==> src/rtl/mru_hist_arbiter.sv <==
// mru_hist_arbiter
//   Round-robin arbiter in front of a shared most-recently-used history of
//   distinct sample values. Each granted sample is looked up (hit/miss plus
//   position) and the history is then reordered move-to-front, newest entry
//   at index 0.
//
//   Optional feature macro: MRU_HIST_STATS_EN builds saturating hit/miss
//   counters. When it is undefined, hit_cnt_out and miss_cnt_out read 0.
//
// Ports
//   clk_in          rising-edge clock
//   reset_n_in      asynchronous active-low reset
//   req_valid_in    per-requester sample valid
//   req_data_in     per-requester sample, requester i at [i*DATA_W +: DATA_W]
//   req_ready_out   one-hot grant, combinational, only in the idle state
//   clear_in        empty the history (held pending if not idle)
//   rsp_valid_out   one-cycle response pulse
//   rsp_id_out      requester being answered
//   rsp_hit_out     sample was already present
//   rsp_pos_out     hit position (0 = newest), 0 on miss
//   hist_data_out   history entries, entry 0 = newest
//   hist_valid_out  entry-valid bits, contiguous from bit 0
//   hit_cnt_out     response hit counter
//   miss_cnt_out    response miss counter
module mru_hist_arbiter #(
  parameter int DATA_W     = 8,
  parameter int NUM_REQ    = 4,
  parameter int HIST_DEPTH = 4
) (
  input  logic                           clk_in,
  input  logic                           reset_n_in,
  input  logic [NUM_REQ-1:0]             req_valid_in,
  input  logic [NUM_REQ*DATA_W-1:0]      req_data_in,
  output logic [NUM_REQ-1:0]             req_ready_out,
  input  logic                           clear_in,
  output logic                           rsp_valid_out,
  output logic [$clog2(NUM_REQ)-1:0]     rsp_id_out,
  output logic                           rsp_hit_out,
  output logic [$clog2(HIST_DEPTH)-1:0]  rsp_pos_out,
  output logic [HIST_DEPTH*DATA_W-1:0]   hist_data_out,
  output logic [HIST_DEPTH-1:0]          hist_valid_out,
  output logic [15:0]                    hit_cnt_out,
  output logic [15:0]                    miss_cnt_out
);

  localparam int IDW  = $clog2(NUM_REQ);
  localparam int POSW = $clog2(HIST_DEPTH);

  typedef enum logic [1:0] {
    ST_IDLE   = 2'd0,
    ST_LOOKUP = 2'd1,
    ST_UPDATE = 2'd2
  } state_t;

  state_t state, state_nxt;

  logic [IDW-1:0]    ptr;
  logic              clear_pend;
  logic [DATA_W-1:0] hist_q   [HIST_DEPTH];
  logic [DATA_W-1:0] hist_upd [HIST_DEPTH];
  logic [HIST_DEPTH-1:0] hist_vld;
  logic [HIST_DEPTH-1:0] vld_upd;

  logic              found;
  logic [IDW-1:0]    win;
  logic [IDW-1:0]    ptr_nxt;
  logic              clear_now;
  logic              grant;

  logic [DATA_W-1:0] samp_p0;
  logic [IDW-1:0]    id_p0;
  logic              lk_hit;
  logic [POSW-1:0]   lk_pos;
  logic              hit_p1;
  logic [POSW-1:0]   pos_p1;

  // A pending clear always beats a request in the idle state.
  assign clear_now = (state == ST_IDLE) && (clear_in || clear_pend);
  assign grant     = (state == ST_IDLE) && !clear_now && found;

  // Round-robin search upward from ptr, wrapping modulo NUM_REQ.
  always_comb begin
    found = 1'b0;
    win   = '0;
    for (int k = 0; k < NUM_REQ; k++) begin
      if (!found && req_valid_in[(int'(ptr) + k) % NUM_REQ]) begin
        found = 1'b1;
        win   = IDW'((int'(ptr) + k) % NUM_REQ);
      end
    end
  end

  assign ptr_nxt = (int'(win) == NUM_REQ - 1) ? '0 : win + 1'b1;

  // State register
  always_ff @(posedge clk_in or negedge reset_n_in) begin
    if (!reset_n_in) state <= ST_IDLE;
    else             state <= state_nxt;
  end

  // Next-state logic
  always_comb begin
    state_nxt = state;
    case (state)
      ST_IDLE:   if (grant) state_nxt = ST_LOOKUP;
      ST_LOOKUP: state_nxt = ST_UPDATE;
      ST_UPDATE: state_nxt = ST_IDLE;
      default:   state_nxt = ST_IDLE;
    endcase
  end

  // Output logic; the grant is masked while reset is held.
  always_comb begin
    req_ready_out = '0;
    if (grant && reset_n_in) req_ready_out[win] = 1'b1;
    rsp_valid_out = (state == ST_UPDATE);
    rsp_id_out    = (state == ST_UPDATE) ? id_p0  : '0;
    rsp_hit_out   = (state == ST_UPDATE) ? hit_p1 : 1'b0;
    rsp_pos_out   = (state == ST_UPDATE) ? pos_p1 : '0;
  end

  // Lookup against valid entries; the downward scan leaves the lowest index.
  always_comb begin
    lk_hit = 1'b0;
    lk_pos = '0;
    for (int i = HIST_DEPTH - 1; i >= 0; i--) begin
      if (hist_vld[i] && (hist_q[i] == samp_p0)) begin
        lk_hit = 1'b1;
        lk_pos = POSW'(i);
      end
    end
  end

  // Move-to-front. Invalid entries hold 0, so a miss can shift the whole
  // array and still leave zeros beyond the new valid boundary.
  always_comb begin
    hist_upd    = hist_q;
    hist_upd[0] = samp_p0;
    for (int i = 1; i < HIST_DEPTH; i++) begin
      if (!hit_p1 || (i <= int'(pos_p1))) hist_upd[i] = hist_q[i-1];
    end
    vld_upd = hit_p1 ? hist_vld : {hist_vld[HIST_DEPTH-2:0], 1'b1};
  end

  always_ff @(posedge clk_in or negedge reset_n_in) begin
    if (!reset_n_in) begin
      ptr        <= '0;
      clear_pend <= 1'b0;
      samp_p0    <= '0;
      id_p0      <= '0;
      hit_p1     <= 1'b0;
      pos_p1     <= '0;
      hist_vld   <= '0;
      for (int i = 0; i < HIST_DEPTH; i++) hist_q[i] <= '0;
    end else begin
      // p0: capture the granted sample
      if (grant) begin
        samp_p0 <= req_data_in[int'(win)*DATA_W +: DATA_W];
        id_p0   <= win;
        ptr     <= ptr_nxt;
      end
      // p1: register the lookup result
      if (state == ST_LOOKUP) begin
        hit_p1 <= lk_hit;
        pos_p1 <= lk_pos;
      end
      if (clear_in && (state != ST_IDLE)) clear_pend <= 1'b1;
      else if (clear_now)                 clear_pend <= 1'b0;
      if (clear_now) begin
        hist_vld <= '0;
        for (int i = 0; i < HIST_DEPTH; i++) hist_q[i] <= '0;
      end else if (state == ST_UPDATE) begin
        hist_vld <= vld_upd;
        hist_q   <= hist_upd;
      end
    end
  end

  always_comb begin
    for (int i = 0; i < HIST_DEPTH; i++) hist_data_out[i*DATA_W +: DATA_W] = hist_q[i];
  end
  assign hist_valid_out = hist_vld;

`ifdef MRU_HIST_STATS_EN
  function automatic logic [15:0] sat_inc(input logic [15:0] v);
    return (v == 16'hFFFF) ? v : v + 16'd1;
  endfunction

  logic [15:0] hit_cnt;
  logic [15:0] miss_cnt;

  always_ff @(posedge clk_in or negedge reset_n_in) begin
    if (!reset_n_in) begin
      hit_cnt  <= '0;
      miss_cnt <= '0;
    end else if (clear_now) begin
      hit_cnt  <= '0;
      miss_cnt <= '0;
    end else if (state == ST_UPDATE) begin
      if (hit_p1) hit_cnt  <= sat_inc(hit_cnt);
      else        miss_cnt <= sat_inc(miss_cnt);
    end
  end

  assign hit_cnt_out  = hit_cnt;
  assign miss_cnt_out = miss_cnt;
`else
  assign hit_cnt_out  = 16'd0;
  assign miss_cnt_out = 16'd0;
`endif

endmodule
==> config.mk <==
export PLATFORM = sky130hd
export DESIGN_NAME = mru_hist_arbiter
export DESIGN_NICKNAME = d
export VERILOG_FILES = /design/src/rtl/mru_hist_arbiter.sv
export SDC_FILE = /design/constraint.sdc
export NUM_CORES = 1
export LEC_CHECK = 0
export ABC_AREA = 1
export CORE_UTILIZATION = 47
export DETAILED_ROUTE_END_ITERATION = 6
export PLACE_DENSITY_LB_ADDON = 0.3
export SLEW_MARGIN = 20
export SYNTH_ARGS = -nofsm -noshare
export SYNTH_HDL_FRONTEND = slang
export SYNTH_SLANG_ARGS = --single-unit
==> constraint.sdc <==
create_clock -name clk_in -period 3.2 [get_ports clk_in]
set_input_delay 0.96 -clock clk_in [delete_from_list [all_inputs] [get_ports clk_in]]
set_output_delay 0.96 -clock clk_in [all_outputs]
set_load 0.005 [all_outputs]
==> results of run 1 <==
[stage by stage]
stage,worst slack [ns],utilization [%],hold WS [ns],TNS (ns),power (mW)
after floorplan,0.153,-,0.449,0,3.18
after global routing,-0.130,62.4,0.539,-0.388,5.14
after CTS,0.000790,61.2,0.499,0,4.57
final,-0.0218,62.4,0.497,-0.0360,4.71
after detailed placement,-0.881,58.7,0.480,-3.35,4.02
after global placement,-0.755,58.7,0.469,-2.86,3.95
[per-layer routing]
| metal | track usage [%] | vias up | part of all wire [%] |
|---|---|---|---|
| met5 | 0 | - | 0 |
| met4 | 7.93 | 0 | 2.9 |
| met3 | 4.31 | 26 | 5.2 |
| met2 | 39.3 | 124 | 50 |
| met1 | 30.2 | 1574 | 42 |
| li1 | - | 1649 | - |
[worst min-delay path by stage]
stage / slack [ns] / start / depth (start not counted) / end
floorplan: 0.45 / pos_p1[1] / 2 / pos_p1[1]
global placement: 0.47 / pos_p1[1] / 2 / pos_p1[1]
detailed placement: 0.48 / id_p0[0] / 1 / id_p0[0]
CTS: 0.50 / id_p0[0] / 1 / id_p0[0]
global route: 0.54 / id_p0[0] / 1 / id_p0[0]
finish: 0.50 / id_p0[0] / 1 / id_p0[0]
[report_power, final]
part / total [mW] / switching, mW / internal, mW / leakage, nW
registers: 1.32 / 0.356 / 0.968 / 0.711
clock network: 0.361 / 0.209 / 0.151 / 0.0383
logic: 3.03 / 1.70 / 1.33 / 1.44
[registers in the layout, summed over array words and instances, names as in the netlist]
| register | flops |
|---|---|
| state | 2 |
| hist_data_out | 32 |
| ptr | 2 |
| hit_p1 | 1 |
| samp_p0 | 8 |
| hist_valid_out | 4 |
| pos_p1 | 2 |
| clear_pend | 1 |
| id_p0 | 2 |
[worst max-delay path, stage by stage]
cell	delay [ns]
buf_6	0.09
inv_2	0.08
nand2_2	0.06
nand2_2	0.07
nand2_1	0.07
nand2_2	0.09
nor2_1	0.07
nor2_2	0.16
nand2_4	0.08
nand2_4	0.11
clkinv_4	0.06
nor3_2	0.15
clkdlybuf4s15_2	0.22
[layout make-up]
cell class                      instances  area share, %
Sequential cell                        54           29.4
Timing Repair Buffer                  105           21.6
Clock buffer                            7           1.66
Multi-Input combinational cell        339           38.7
Inverter                               69           5.95
Tap cell                               99           2.69
[what timing repair did]
action                     4_1_cts  5_1_grt
gates cloned                     0        0
gates resized for setup         61       20
setup endpoints to repair        4        4
buffers inserted                 4        2
pin swaps                       20       12
[logic make-up after synthesis]
family	count (synthesis)	share of synthesized area, %
simple gates	224	27.3
fa+ha+maj	2	0.690
buf+inv	137	20.7
compound gates	74	12.3
other cells	1	0.103
flops	54	37.2
xor+xnor	7	1.69
[layout by cell type, fill, tap and decap left out, types with 2 or more instances in the layout]
cell,count
xnor2_1,2
clkdlybuf4s50_1,75
o21bai_1,2
nand3_1,45
or2_2,6
buf_4,20
buf_2,3
inv_2,6
a21oi_1,14
nand2_4,8
ha_2,2
nor2_2,2
nor3_1,5
nand2_1,110
nor2_4,2
conb_1,32
inv_1,58
xor2_1,5
o22ai_1,13
clkdlybuf4s15_2,2
dfrtp_1,53
nand2_2,11
nand4_1,3
buf_6,5
nor2_1,24
o21ai_4,3
clkbuf_1,2
inv_4,4
o31ai_1,2
nand3_4,3
clkbuf_8,5
nor3_2,3
o21ai_0,33
==> reports/results.ini, run 1 <==
[yosys]
synthCells=499
netlist_top_cells_area=dfrtp_1, nand2_1, buf_4
synth_area_leader_cell=dfrtp_1
avgSynthCellArea_um2=7.27
yosys-top-cells-count=nand2_1, inv_1, buf_4, dfrtp_1, nand3_1
yosys_warnings=0
mappedNetlistArea_um2=3630
yosys.area.top_type_share_pct=37.2
ys_ff_latch=54
synthArstFlopShare_pct=100
ys_seq_area_share_pct=37.2
synth_edf_count=0
synth_cell_type_count=38
synth_most_common_cell=nand2_1
ys.flop_type=dfrtp_1

[die]
ios=117
core_um2=7370
fp-row-count=31
initial_core_util_pct=49.2
die-area_um2=8080
die_h_um=89.9
die_x_um=89.9

[worst_setup_path]
cp-endpoint=req_ready_out[0]
r2r-start=ptr[0]
reg2regPathDepth=13
end_kind=output port
reg2reg_slack_ns=0.99
worst-setup-path-type=in -> out
start_kind=input pin
worstPathRequired_ns=2.24
path_max_fanout=4
crit_start=req_valid_in[1]
r2r_end=samp_p0[2]
cp_data_arrival_time_ns=2.26

[sta]
period_share_pct=101
tightest_slew_ns=0.663
setup-violations-final=3
rsz0062_at_grt=yes
fin_ws_ns=-0.0218
drv_slew=0
fin_worst_skew_ns=0.00755
fmax_ghz=0.310
max_slew_margin_pct=55.8
layout_min_cycle_time_ns=3.22
hold_violations=0

[job]
maxCapViolations=0

[clock_tree]
cts_tree=yes
root_buffer=clkbuf_8
ctsLongestPathBuffers=2
clk-insertion-delay-late_ns=0.31
numCtsBuffers=5
clk_pin_slew_ns=0.08
cts_max_level=2
hold_buffers=0
cts_sinks=54

[layout]
fin_nets=615
seq_area_um2=1350
multiInputGateArea_um2=1780
postLayoutCellArea_um2=4600
instances_no_fill=673
n_antenna_cell=0
syn2layout_area_growth_pct=26.8
drive_gt1_share_pct=15.5
nFillCells=661

[placed_design]
numPortBuffers=84
globalplace.congestion=0.901
hpwl_um=6700
postPlaceCellArea_um2=4330
dp_cells=660

[grt]
grt_pass1_wl_um=15300
grt_max_degree=55
antenna_found_initial=0
gr-total-overflow=0
gr-usage-all-layers_pct=23.3
grt_pass1_vias=3194

[drt]
ant_nets=0
drt_first_pass_iters=5
routedWlPerCell_um=13.8
drcViolationCount=0
routed_wirelength_um=9290
dr_total_vias=3373
drtIter0Drc=206
routed_via_density=5.01

[pwr]
peakVddDrop_mv=0.637
power_density_nw_per_um2=1020
total_leakage_power_nw=2.19

[run_status]
violations=negative setup slack
status=finished with violations

[worst_hold_path]
hold_class=reg -> reg

(Power assumes the default switching activity.)
==> run 2, diff against run 1 <==
--- a/config.mk
+++ b/config.mk
@@ -7,7 +7,10 @@
 export LEC_CHECK = 0
 export ABC_AREA = 1
-export CORE_UTILIZATION = 47
+export CELL_PAD_IN_SITES_DETAIL_PLACEMENT = 1
+export CELL_PAD_IN_SITES_GLOBAL_PLACEMENT = 2
+export CORE_UTILIZATION = 25
 export DETAILED_ROUTE_END_ITERATION = 6
 export PLACE_DENSITY_LB_ADDON = 0.3
+export REMOVE_ABC_BUFFERS = 1
 export SLEW_MARGIN = 20
 export SYNTH_ARGS = -nofsm -noshare
==> constraint.sdc (replaced) <==
create_clock -name clk_in -period 3.2 [get_ports clk_in]
set_input_delay 0.64 -clock clk_in [delete_from_list [all_inputs] [get_ports clk_in]]
set_output_delay 0.64 -clock clk_in [all_outputs]
set_load 0.005 [all_outputs]
==> reports/results.ini, run 2 (synthesis gave the netlist of run 1 again) <==
[placed_design]
globalplace.congestion=0.843
numPortBuffers=84
dp_cells=739
hpwl_um=8520
postPlaceCellArea_um2=4410

[pwr]
power.share.switching_pct=47.6
power_density_nw_per_um2=1040
p_comb_share_pct=60.0
total_leakage_power_nw=2.18
p_sw_mw=2.28
total_power_mw=4.78
peakVddDrop_mv=0.548
p_seq_share_pct=28.1
clockPowerShare_pct=11.9
p_int_mw=2.51

[die]
die_h_um=122
core_um2=14000
die-area_um2=15000
ios=117
initial_core_util_pct=25.8
die_x_um=122
fp-row-count=43

[grt]
grt_max_degree=55
grt_pass1_vias=3412
antenna_found_initial=0
gr-total-overflow=0
grt_pass1_wl_um=17500
gr-usage-all-layers_pct=15.1

[layout]
syn2layout_area_growth_pct=27.3
final_common_cell=nand2_1
largest_reg_flops=32
drive_gt1_share_pct=10.2
n_antenna_cell=0
instances_no_fill=749
fin_nets=609
postLayoutCellArea_um2=4620
nFillCells=1729
final_cell_mix=nand2_1, clkdlybuf4s50_1, inv_1

[drt]
drtIter0Drc=144
drcViolationCount=0
routed_wirelength_um=10700
dr_total_vias=3342
drt_first_pass_iters=4
routedWlPerCell_um=14.3
routed_via_density=4.46
ant_nets=0

[sta]
drv_slew=0
rsz0062_at_grt=no
setup-violations-final=0
fmax_ghz=0.331
period_share_pct=94.3
hold_violations=0
fin_worst_skew_ns=0.00303
layout_min_cycle_time_ns=3.02
tightest_slew_ns=0.727
max_slew_margin_pct=51.5

[clock_tree]
cts_tree=yes
clk-insertion-delay-late_ns=0.29
cts_max_level=2
cts_sinks=54
root_buffer=clkbuf_16
ctsLongestPathBuffers=2
numCtsBuffers=5
clk_pin_slew_ns=0.07
hold_buffers=0

[worst_setup_path]
crit_start=req_valid_in[3]
cp_data_arrival_time_ns=2.38
end_kind=output port
worstPathRequired_ns=2.56
r2r-start=ptr[0]
worst-setup-path-type=in -> out
start_kind=input pin
path_max_fanout=4

[job]
maxCapViolations=0

[worst_hold_path]
min_from=pos_p1[1]
hold_class=reg -> reg

[run_status]
status=completed

-- run 2: changes by cell type in the layout (fill, tap and decap cells not counted), sizes merged --
cell           delta
dlymetal6s2s      +2
clkinv            +1
clkinvlp          +1
buf              -11
dlygate4sd2       +1
clkbuf            -1
clkdlybuf4s50     +2
-- run 2: per-layer routing --
| metal | part of all wire, % | track usage [%] |
|---|---|---|
| met1 | 46 | 19.4 |
| met2 | 48 | 26.0 |
| met3 | 4.7 | 2.97 |
| met4 | 1.2 | 3.58 |
| met5 | 0 | 0 |
-- run 2: worst paths after layout --
check                                    end  slack (ns)  cells past startpoint
max                         req_ready_out[2]        0.18                     14
min                                pos_p1[1]        0.49                      2
max reg2reg                       samp_p0[5]        1.04                     13
min reg2reg                        pos_p1[1]        0.49                      2
max in group asynchronous  hist_data_out[30]        2.14                      2
min in group asynchronous  hist_data_out[24]        0.57                      2
-- run 2: layout make-up --
class / instances / area [um2] / area share, %
inverters: 69 / 260 / 5.64
flip-flops and latches: 54 / 1350 / 29.3
clock inverters: 2 / 12.5 / 0.271
repair buffers: 99 / 947 / 20.5
well taps: 180 / 225 / 4.88
multi-input cells: 339 / 1680 / 36.4
clock buffers: 6 / 139 / 3.01
-- run 2: worst max-delay path, cell delays in order --
cell             delay [ns]
clkdlybuf4s50_1        0.41
inv_1                  0.09
nand2_2                0.06
nand3_2                0.10
nand2_4                0.07
nor2_4                 0.15
nand2_1                0.07
nand2_1                0.08
inv_1                  0.07
o21ai_4                0.08
ha_2                   0.20
inv_1                  0.04
nor2_1                 0.09
clkdlybuf4s15_1        0.21
-- run 2: power groups by stage --
stage / Combinational, mW / Sequential [mW] / Clock (mW)
after floorplan: 1.61 / 1.24 / 0
after global placement: 2.74 / 1.35 / 0
after detailed placement: 2.81 / 1.36 / 0
after CTS: 2.92 / 1.35 / 0.583
after global routing: 3.26 / 1.39 / 0.616
final: 2.87 / 1.34 / 0.570
-- run 2: what timing repair did --
action / in CTS / in global routing
setup buffers: 2 / 0
endpoints found under the setup margin: 4 / 4
hold endpoints to repair: 0 / 0
cloned: 0 / 0
resized for setup: 12 / 10
pin swaps: 2 / 4
-- run 2: stage by stage --
stage	hold slack [ns]	utilization [%]	TNS, ns	setup slack (ns)
after CTS	0.503	32.8	0	0.0284
after floorplan	0.344	-	0	0.646
after global routing	0.519	32.9	0	0.0103
after detailed placement	0.485	31.4	-1.11	-0.345
final	0.495	32.9	0	0.182
after global placement	0.468	31.4	-0.557	-0.193
